**src/rtl/uart_bridge_pkg.sv**
```systemverilog
// Shared types and constants for the buffered UART bridge.
// The TX FSM state enum, the ARM busy-wait timeout and the default sizes live here.
package uart_bridge_pkg;

    localparam int DEF_DATA_W   = 8;
    localparam int DEF_TX_DEPTH = 16;
    localparam int DEF_RX_DEPTH = 16;

    // Cycles the FSM waits in ARM for the PHY to raise busy before moving on.
    localparam int ARM_TIMEOUT  = 2;

    typedef enum logic [1:0] {
        IDLE = 2'd0,
        ARM  = 2'd1,
        SEND = 2'd2
    } tx_state_t;

endpackage

```
**src/rtl/sync_fifo.sv**
```systemverilog
// Single-clock FIFO with a registered first-word-fall-through head and an exact occupancy count.
// A push while full is accepted only when a pop frees a slot in the same cycle.
module sync_fifo
    import uart_bridge_pkg::*;
#(
    parameter int W     = DEF_DATA_W,
    parameter int DEPTH = DEF_TX_DEPTH
) (
    input  logic                     clk,
    input  logic                     reset,
    input  logic                     push,
    input  logic [W-1:0]             din,
    input  logic                     pop,
    output logic [W-1:0]             dout,
    output logic                     full,
    output logic                     empty,
    output logic [$clog2(DEPTH):0]   count
);

    localparam int AW = $clog2(DEPTH);
    localparam logic [AW:0] FULL_CNT = (AW+1)'(DEPTH);

    logic [W-1:0]  mem [DEPTH];
    logic [AW-1:0] wr_ptr;
    logic [AW-1:0] rd_ptr;
    logic [AW-1:0] rd_ptr_nxt;
    logic          push_ok;
    logic          pop_ok;
    logic          many;

    assign full       = (count == FULL_CNT);
    assign empty      = (count == '0);
    assign many       = (count[AW:1] != '0);
    assign pop_ok     = pop && !empty;
    assign push_ok    = push && (!full || pop_ok);
    assign rd_ptr_nxt = rd_ptr + 1'b1;

    always_ff @(posedge clk or negedge reset) begin
        if (!reset) begin
            wr_ptr <= '0;
            rd_ptr <= '0;
            count  <= '0;
            dout   <= '0;
        end else begin
            if (push_ok) wr_ptr <= wr_ptr + 1'b1;
            if (pop_ok)  rd_ptr <= rd_ptr_nxt;

            case ({push_ok, pop_ok})
                2'b10:   count <= count + 1'b1;
                2'b01:   count <= count - 1'b1;
                default: count <= count;
            endcase

            // Head register: next entry, or the incoming byte when it becomes the head.
            if (empty && push_ok)
                dout <= din;
            else if (pop_ok && many)
                dout <= mem[rd_ptr_nxt];
            else if (pop_ok && push_ok)
                dout <= din;
        end
    end

    always_ff @(posedge clk) begin
        if (push_ok) mem[wr_ptr] <= din;
    end

endmodule

```
**src/rtl/uart_fifo_bridge.sv**
```systemverilog
// Buffered bridge between the core UART register port and the UART PHY, with TX/RX FIFOs.
// Optional UART_LOOPBACK_EN adds a loopback input that routes popped TX bytes into the RX FIFO.
//
// state | meaning
// IDLE  | waiting for a queued byte and an idle PHY; pops and pulses phy_tx_start
// ARM   | start issued; waiting up to ARM_TIMEOUT cycles for phy_tx_busy=1
// SEND  | PHY transmitting; waiting for phy_tx_busy=0
module uart_fifo_bridge
    import uart_bridge_pkg::*;
#(
    parameter int DATA_W   = DEF_DATA_W,
    parameter int TX_DEPTH = DEF_TX_DEPTH,
    parameter int RX_DEPTH = DEF_RX_DEPTH
) (
    input  logic                        clk,
    input  logic                        reset,
    input  logic [DATA_W-1:0]           core_tx_data,
    input  logic                        core_tx_en,
    output logic                        core_tx_status,
    output logic [DATA_W-1:0]           core_rx_data,
    output logic                        core_rx_eff,
    input  logic                        core_rx_read,
    output logic [DATA_W-1:0]           phy_tx_data,
    output logic                        phy_tx_start,
    input  logic                        phy_tx_busy,
    input  logic [DATA_W-1:0]           phy_rx_data,
    input  logic                        phy_rx_valid,
    output logic [$clog2(TX_DEPTH):0]   tx_count,
    output logic [$clog2(RX_DEPTH):0]   rx_count,
    output logic                        rx_overrun,
    input  logic                        ovr_clr
`ifdef UART_LOOPBACK_EN
    ,
    input  logic                        loopback
`endif
);

    localparam logic [1:0] ARM_LOAD = 2'(ARM_TIMEOUT - 1);

    tx_state_t          state_q;
    tx_state_t          state_d;
    logic [1:0]         arm_tmr_q;
    logic [1:0]         arm_tmr_d;
    logic               start_d;
    logic               tx_pop;
    logic               loop_push;
    logic               loop_en;
    logic [DATA_W-1:0]  tx_head;
    logic               tx_full;
    logic               tx_empty;

    logic               rx_push;
    logic [DATA_W-1:0]  rx_din;
    logic               rx_full;
    logic               rx_empty;
    logic               ovr_set;

`ifdef UART_LOOPBACK_EN
    assign loop_en = loopback;
`else
    assign loop_en = 1'b0;
`endif

    sync_fifo #(
        .W     (DATA_W),
        .DEPTH (TX_DEPTH)
    ) u_tx_fifo (
        .clk   (clk),
        .reset (reset),
        .push  (core_tx_en),
        .din   (core_tx_data),
        .pop   (tx_pop),
        .dout  (tx_head),
        .full  (tx_full),
        .empty (tx_empty),
        .count (tx_count)
    );

    assign core_tx_status = !tx_full;

    always_ff @(posedge clk or negedge reset) begin
        if (!reset) begin
            state_q      <= IDLE;
            arm_tmr_q    <= '0;
            phy_tx_start <= 1'b0;
            phy_tx_data  <= '0;
        end else begin
            state_q      <= state_d;
            arm_tmr_q    <= arm_tmr_d;
            phy_tx_start <= start_d;
            if (tx_pop) phy_tx_data <= tx_head;
        end
    end

    always_comb begin
        state_d   = state_q;
        arm_tmr_d = arm_tmr_q;
        start_d   = 1'b0;
        tx_pop    = 1'b0;
        loop_push = 1'b0;
        case (state_q)
            IDLE: begin
                // Looped bytes bypass the PHY, so its busy flag does not gate them.
                if (!tx_empty && (loop_en || !phy_tx_busy)) begin
                    tx_pop = 1'b1;
                    if (loop_en) begin
                        loop_push = 1'b1;
                    end else begin
                        start_d   = 1'b1;
                        arm_tmr_d = ARM_LOAD;
                        state_d   = ARM;
                    end
                end
            end
            ARM: begin
                if (phy_tx_busy || (arm_tmr_q == '0))
                    state_d = SEND;
                else
                    arm_tmr_d = arm_tmr_q - 1'b1;
            end
            SEND: begin
                if (!phy_tx_busy) state_d = IDLE;
            end
            default: state_d = IDLE;
        endcase
    end

    // A looped byte owns the RX write port; a PHY byte arriving with it is lost.
    assign rx_push = loop_push || phy_rx_valid;
    assign rx_din  = loop_push ? tx_head : phy_rx_data;
    assign ovr_set = (loop_push && phy_rx_valid) ||
                     (rx_push && rx_full && !core_rx_read);

    sync_fifo #(
        .W     (DATA_W),
        .DEPTH (RX_DEPTH)
    ) u_rx_fifo (
        .clk   (clk),
        .reset (reset),
        .push  (rx_push),
        .din   (rx_din),
        .pop   (core_rx_read),
        .dout  (core_rx_data),
        .full  (rx_full),
        .empty (rx_empty),
        .count (rx_count)
    );

    assign core_rx_eff = !rx_empty;

    always_ff @(posedge clk or negedge reset) begin
        if (!reset)
            rx_overrun <= 1'b0;
        else if (ovr_set)
            rx_overrun <= 1'b1;
        else if (ovr_clr)
            rx_overrun <= 1'b0;
    end

endmodule

```
**config.mk**
```make
export PLATFORM = sky130hd
export DESIGN_NAME = uart_fifo_bridge
export DESIGN_NICKNAME = d
export VERILOG_FILES = /design/src/rtl/uart_bridge_pkg.sv /design/src/rtl/sync_fifo.sv /design/src/rtl/uart_fifo_bridge.sv
export SDC_FILE = /design/constraint.sdc
export NUM_CORES = 1
export LEC_CHECK = 0
export CELL_PAD_IN_SITES_DETAIL_PLACEMENT = 0
export CELL_PAD_IN_SITES_GLOBAL_PLACEMENT = 1
export CORE_ASPECT_RATIO = 0.8
export CORE_MARGIN = 2
export CORE_UTILIZATION = 35
export DETAILED_ROUTE_END_ITERATION = 8
export GPL_TIMING_DRIVEN = 0
export PLACE_DENSITY_LB_ADDON = 0.1
export SLEW_MARGIN = 20
export SYNTH_ARGS = -nofsm -noshare
export SYNTH_HDL_FRONTEND = slang
export SYNTH_SLANG_ARGS = --single-unit
```
**constraint.sdc**
```tcl
create_clock -name clk -period 5.6 [get_ports clk]
set_clock_uncertainty 0.1 [all_clocks]
set_input_delay 0.84 -clock clk [delete_from_list [all_inputs] [get_ports clk]]
set_output_delay 0.84 -clock clk [all_outputs]
set_load 0.05 [all_outputs]
```
==> results by group, run 1 <==
STA
  • Hold Fails Final Rpt: 0
  • Finish-stage setup viols: 0
  • Final Critical Period: 3770 ps
  • Actual slew at the worst max-slew pin: 917 ps
  • Total negative slack: 0 ps
  • Hold Worst Slack: 120 ps
  • Unrepaired setup endpoints after global routing: no
  • Worst slew margin: 38.6%
  • Fmax achieved: 265 MHz
  • Tcrit/Tclk final: 67.3%
  • Final Max Slew Viols: 0

Global routing
  • Grt ovf: 0
  • M1 GR Usage: 24.9%
  • Gr usage total: 16.2%
  • M3 GR Usage: 3.09%
  • Initial antenna violation count: 0
  • Met2 GRT Util: 23.7%
  • Vias in the first global route: 7385
  • First-pass GRT wire length: 46300 um
  • GR peak layer: met1
  • Pin count of the biggest net entering global routing: 36

Clock tree
  • CTS tree: built
  • # H-tree levels: 2
  • Post-CTS setup buffer count: 0
  • Clock Sinks: 312
  • Clk pin slew, worst setup/hold paths: 70 ps
  • Clk_lat worst skew: 530 ps
  • Clock buffer depth: 3
  • Total CTS buffers: 35
  • CTS resizes: 0
  • Root Buffer: clkbuf_16
  • # hold bufs at CTS: 0

Synth
  • Synth Cell Area: 13000 um^2
  • FFs w/ async S/R, synth: 17.9%
  • Syn_area_per_cell: 17.0 um^2
  • FF+latch count, synth: 312
  • Area share of the largest cell type after synthesis: 58.9%
  • Number of synthesized flops with an enable pin: 256
  • Ys Warns: 0
  • Synth top area cells: edfxtp_1 59%, mux4_2 11%, dfrtp_1 11%
  • Seq/Total Area, Yosys: 69.7%
  • Top_reg_cell synth: edfxtp_1
  • Yosys cell types: 59
  • Largest area contributor in the netlist: edfxtp_1
  • Mapped Nets: 811
  • Synth Instances: 768

Floorplan
  • Core area: 36900 um^2
  • # IOs: 53
  • Die width: 220 um
  • Die height: 177 um
  • Initial Util: 35.4%
  • # rows: 63
  • Die area: 38800 um^2

Critical path
  • Startpoint types: input pin
  • Reg2reg setup slack: 2040 ps
  • Crit. End Element: flop
  • Worst Reg2Reg Path Length in Cells: 15
  • Arrival @ worst endpoint: 4120 ps
  • Reg-to-reg endpoint: u_tx_fifo.count[4]$_DFFE_PN0P_
  • Worst-path maximum fanout: 12
  • Crit Path Class: in -> reg
  • CP endpoint: u_tx_fifo.count[4]$_DFFE_PN0P_
  • Crit path launch: phy_tx_busy
  • RR Startpoint: u_tx_fifo.count[1]$_DFFE_PN0P_
  • Worst path required time: 5950 ps

Drt
  • Post-DR vias/cell: 5.11
  • Pre-antenna DRT Iters: 5
  • Antenna Nets Post-Route: 0
  • Post-route DRC: 0
  • Initial drt markers: 632
  • Via Count: 6998
  • Routed len/inst: 22.2 um
  • Total wire length: 30400 um

Finish
  • Multi-input gate area: 3630 um^2
  • Non-Filler Instances: 1369
  • Register Area: 9090 um^2
  • Area grow syn2layout: 18.2%
  • Share of cells above drive strength 1: 20.0%
  • Number of diodes: 0
  • Layout Nets: 900
  • Fill count: 3280
  • Core Util, Final: 41.8%

Place
  • Port bufs: 51
  • Dpl hpwl: 20300 um
  • GP Congestion: 0.728
  • Cells after DPL: 1307

Pwr
  • Cell Int Power: 5.74 mW
  • Sequential share of power: 34.9%
  • Switching pwr: 3.23 mW
  • Static Leakage: 5.39 nW
  • Max VDD drop: 0.298 mV
  • Switch share: 36.1%
  • PwrDens: 582 nW/um^2
  • Power share of the clock group: 26.1%
  • Gate power share: 39.0%

Hold path
  • Hold Crit Class: in -> async

Job
  • MaxCap Viol Count: 0

Status
  • Status: complete, no violations
[stage by stage]
stage	setup slack (ps)	instance area [um^2]	total power, mW
after detailed placement	1240	14200	6.71
after global routing	1450	15400	9.44
after floorplan	1920	13000	5.56
final	1830	15400	8.97
after CTS	1790	15400	9.08
after global placement	1270	14200	6.64
[critical path, stage by stage]
cell	delay (ps)
clkdlybuf4s50_1	490
nor3_1	310
nand2_1	170
inv_1	130
clkbuf_1	430
ha_1	270
clkbuf_1	280
xor2_1	110
ha_1	220
inv_1	60
o21ai_0	80
a21o_1	190
a221oi_1	350
xor2_1	190
[power by group through the flow]
stage | sequential, mW | clock [mW] | combinational [mW]
floorplan | 3.43 | 0 | 2.13
global placement | 3.16 | 0 | 3.49
detailed placement | 3.18 | 0 | 3.54
CTS | 3.13 | 2.40 | 3.55
global route | 3.17 | 2.48 | 3.79
finish | 3.13 | 2.34 | 3.50
[state kept, by name (all words and copies together) (netlist names)]
name,flops
phy_tx_start,1
rx_overrun,1
u_rx_fifo.count,5
u_tx_fifo.wr_ptr,4
u_rx_fifo.dout,8
u_tx_fifo.count,5
u_tx_fifo.dout,8
u_tx_fifo.rd_ptr,4
u_rx_fifo.mem,128
u_rx_fifo.wr_ptr,4
phy_tx_data,8
state_q,2
u_tx_fifo.mem,128
u_rx_fifo.rd_ptr,4
arm_tmr_q,2
[layer usage]
layer  wire [um]  part of all wire [%]  vias up
met3        1510                   5.0       39
li1            -                     -     3139
met2       13300                    44      149
met4         520                   1.7        0
met5           0                     0        -
met1       15000                    49     3671
[layout by cell type, fill, tap and decap left out, drive strengths merged, types with 18 or more instances in the layout]
| cell | instances |
|---|---|
| edfxtp | 256 |
| nand2 | 66 |
| mux4 | 64 |
| clkbuf | 61 |
| dfrtp | 56 |
| inv | 51 |
| clkdlybuf4s50 | 50 |
| nor2 | 31 |
| buf | 25 |
| ha | 19 |
| o22ai | 18 |
[layout make-up]
cell class                      instances  area share (%)
Multi-Input combinational cell        368            23.5
Timing Repair Buffer                   52            3.43
Tap cell                              487            3.95
Inverter                               53            1.29
Sequential cell                       312            59.0
Buffer                                 35            1.23
Clock inverter                         13            1.20
Clock buffer                           49            6.42
[cells in the mapped netlist (5+ instances only)]
| library cell | instances |
|---|---|
| o22ai_1 | 16 |
| a211oi_1 | 8 |
| nand2_1 | 63 |
| buf_2 | 14 |
| a21boi_0 | 9 |
| inv_1 | 49 |
| ha_1 | 19 |
| xor2_1 | 9 |
| mux2i_1 | 17 |
| edfxtp_1 | 256 |
| nor3_1 | 16 |
| dfrtp_1 | 56 |
| mux4_2 | 64 |
| o21ai_0 | 10 |
| a21oi_1 | 13 |
| xnor2_1 | 13 |
| nor2_1 | 31 |
| and2_1 | 5 |
| a221oi_1 | 9 |
| o221ai_1 | 8 |
| clkbuf_1 | 12 |
[worst min path at each step]
stage,endpoint,slack (ps)
after floorplan,phy_tx_data[0]$_DFFE_PN0N_,340
after global placement,phy_tx_data[7]$_DFFE_PN0N_,370
after detailed placement,phy_tx_data[4]$_DFFE_PN0N_,370
after CTS,u_tx_fifo.wr_ptr[1]$_DFFE_PN0P_,110
after global routing,u_tx_fifo.wr_ptr[1]$_DFFE_PN0P_,130
final,u_tx_fifo.wr_ptr[1]$_DFFE_PN0P_,120
[cells by family after synthesis]
group | share of synthesized area, %
DFF | 69.7
and+or+nand+nor | 5.34
xor gates and xnor gates | 1.48
AOI/OAI and AO/OA | 5.67
adders and majority gates | 1.98
muxes | 12.9
buffers and inverters | 2.98
Power figures use the tool's default switching activity.
==> run 2, diff against run 1 <==
Clock period 5.6 ns to 3.87 ns, I/O delays scaled along.
==> run 2 against run 1 <==
Compared with the run above:
- via count is 0.17% lower
- die area stayed put
- clock-buffer cell count stayed put
- first-iteration DRC count is 0.47% lower
- worst setup slack worse by 1400 ps
- final cell count stayed put
- sequential power is 45% higher
==> results by group, run 2 (synthesis gave the netlist of run 1 again) <==
Finish
  • Cell area after layout: 15400 um^2
  • Core Util, Final: 41.8%
  • Number of diodes: 0
  • Fill count: 3278
  • Multi-input gate area: 3630 um^2
  • Register Area: 9090 um^2
  • Layout Nets: 900
  • Area grow syn2layout: 18.3%
  • Biggest regs: u_rx_fifo.mem: 128 flops, u_tx_fifo.mem: 128 flops
  • Most frequent cells in the layout: 256 x edfxtp_1, 64 x mux4_2, 63 x nand2_1, 56 x dfrtp_1, 50 x clkdlybuf4s50_1
  • Non-Filler Instances: 1369
  • Most common cell after layout, fill and taps aside: edfxtp_1
  • Share of cells above drive strength 1: 20.0%

Pwr
  • Max VDD drop: 0.431 mV
  • PwrDens: 842 nW/um^2
  • PnR Total Power: 13.0 mW
  • Static Leakage: 5.39 nW

Critical path
  • Delay-heaviest family, CP: buffers and inverters
  • Worst path max stage delay: 380 ps
  • Crit. End Element: flop
  • Arrival @ worst endpoint: 3740 ps
  • Worst path buffer plus inverter count: 5
  • Crit path cell chain: buf_2, nor4_4, nand2_1, o21a_1, buf_2, inv_1, ha_1, clkbuf_1, xor2_1, ha_1, inv_1, o21ai_0, a21o_1, a221oi_1, xor2_1
  • Crit path launch: u_tx_fifo.count[1]$_DFFE_PN0P_
  • RR Startpoint: u_tx_fifo.count[1]$_DFFE_PN0P_
  • Worst-path maximum fanout: 10
  • Startpoint types: flop
  • CP max stage cell: dfrtp_1
  • Crit Path Class: reg -> reg
  • Worst path required time: 4210 ps

Clock tree
  • Root Buffer: clkbuf_16
  • Total CTS buffers: 35
  • Clock Sinks: 312
  • Clock buffer depth: 3
  • CTS tree: built
  • Clk_lat worst skew: 530 ps
  • Clk pin slew, worst setup/hold paths: 60 ps
  • # H-tree levels: 2

Drt
  • Post-route DRC: 0
  • Initial drt markers: 629
  • Routed len/inst: 22.2 um
  • Antenna Nets Post-Route: 0
  • Total wire length: 30400 um
  • Post-DR vias/cell: 5.10
  • Via Count: 6986
  • Pre-antenna DRT Iters: 5

STA
  • Worst slew margin: 38.1%
  • Hold Fails Final Rpt: 0
  • Final Max Slew Viols: 0
  • Fmax achieved: 294 MHz
  • Unrepaired setup endpoints after global routing: no
  • Actual slew at the worst max-slew pin: 925 ps
  • Finish-stage setup viols: 0
  • Final Critical Period: 3400 ps
  • Total negative slack: 0 ps
  • Tcrit/Tclk final: 87.8%

Global routing
  • Vias in the first global route: 7386
  • Pin count of the biggest net entering global routing: 36
  • Initial antenna violation count: 0
  • First-pass GRT wire length: 46300 um
  • Grt ovf: 0
  • Gr usage total: 16.2%

Floorplan
  • Die width: 220 um
  • Die height: 177 um
  • Core area: 36900 um^2
  • Die area: 38800 um^2
  • # rows: 63
  • Initial Util: 35.4%
  • # IOs: 53

Hold path
  • Hold Path Origin: phy_tx_data[6]$_DFFE_PN0N_
  • Hold Crit Class: reg -> reg

Place
  • Area after DPL: 14200 um^2
  • Cells after DPL: 1307
  • Port bufs: 51
  • GP Congestion: 0.728
  • Dpl hpwl: 20300 um

Job
  • MaxCap Viol Count: 0

Status
  • Status: complete, no violations
==> run 2: final timing paths <==
check,to,slack (ps),cells after the start
worst max-delay path,u_tx_fifo.count[4]$_DFFE_PN0P_,470,15
worst min-delay path,phy_tx_data[6]$_DFFE_PN0N_,380,2
worst max register to register,u_tx_fifo.count[4]$_DFFE_PN0P_,470,15
worst min register to register,phy_tx_data[6]$_DFFE_PN0N_,380,2
max in group asynchronous,u_rx_fifo.count[1]$_DFFE_PN0P_,2720,3
min in group asynchronous,u_tx_fifo.wr_ptr[1]$_DFFE_PN0P_,410,2
==> run 2: area by class of cell <==
class	instances	area share (%)
Sequential cell	312	58.9
Multi-Input combinational cell	368	23.6
Clock buffer	49	6.41
Tap cell	487	3.95
Timing Repair Buffer	53	3.49
Inverter	53	1.29
Buffer	34	1.21
Clock inverter	13	1.20
==> run 2: routing by layer <==
layer  GRT usage [%]  part of all wire, %  up-vias
met5               0                    0        -
met4            3.94                  1.7        0
met3            3.09                  4.6       39
met2            23.7                   44      141
met1            24.9                   50     3660
li1                -                    -     3146
==> run 2: where the power goes <==
group          switching, mW  internal, mW  total (mW)
combinational           3.04          2.03        5.07
clock                   1.33          2.06        3.39
sequential             0.324          4.21        4.53
==> run 2: repair_timing <==
item | CTS | global route
gates resized for setup | 0 | 1
buffers inserted | 0 | 0
endpoints found under the hold margin | 21 | 0
setup endpoints to repair | 0 | 1
hold buffers | 1 | 0
==> run 2: per-stage QoR <==
| step | hold slack, ps | worst slack, ps |
|---|---|---|
| floorplan | 185 | 191 |
| detailed placement | 370 | -228 |
| CTS | 384 | 269 |
| global placement | 373 | -199 |
| global route | 399 | 219 |
| finish | 377 | 473 |
==> run 2: tightest hold or removal path: cells and delay by family, from the launching register on <==
| family | cells | cell delay, ps |
|---|---|---|
| flip-flops | 1 | 340 |
| AND/OR/NAND/NOR | 2 | 100 |
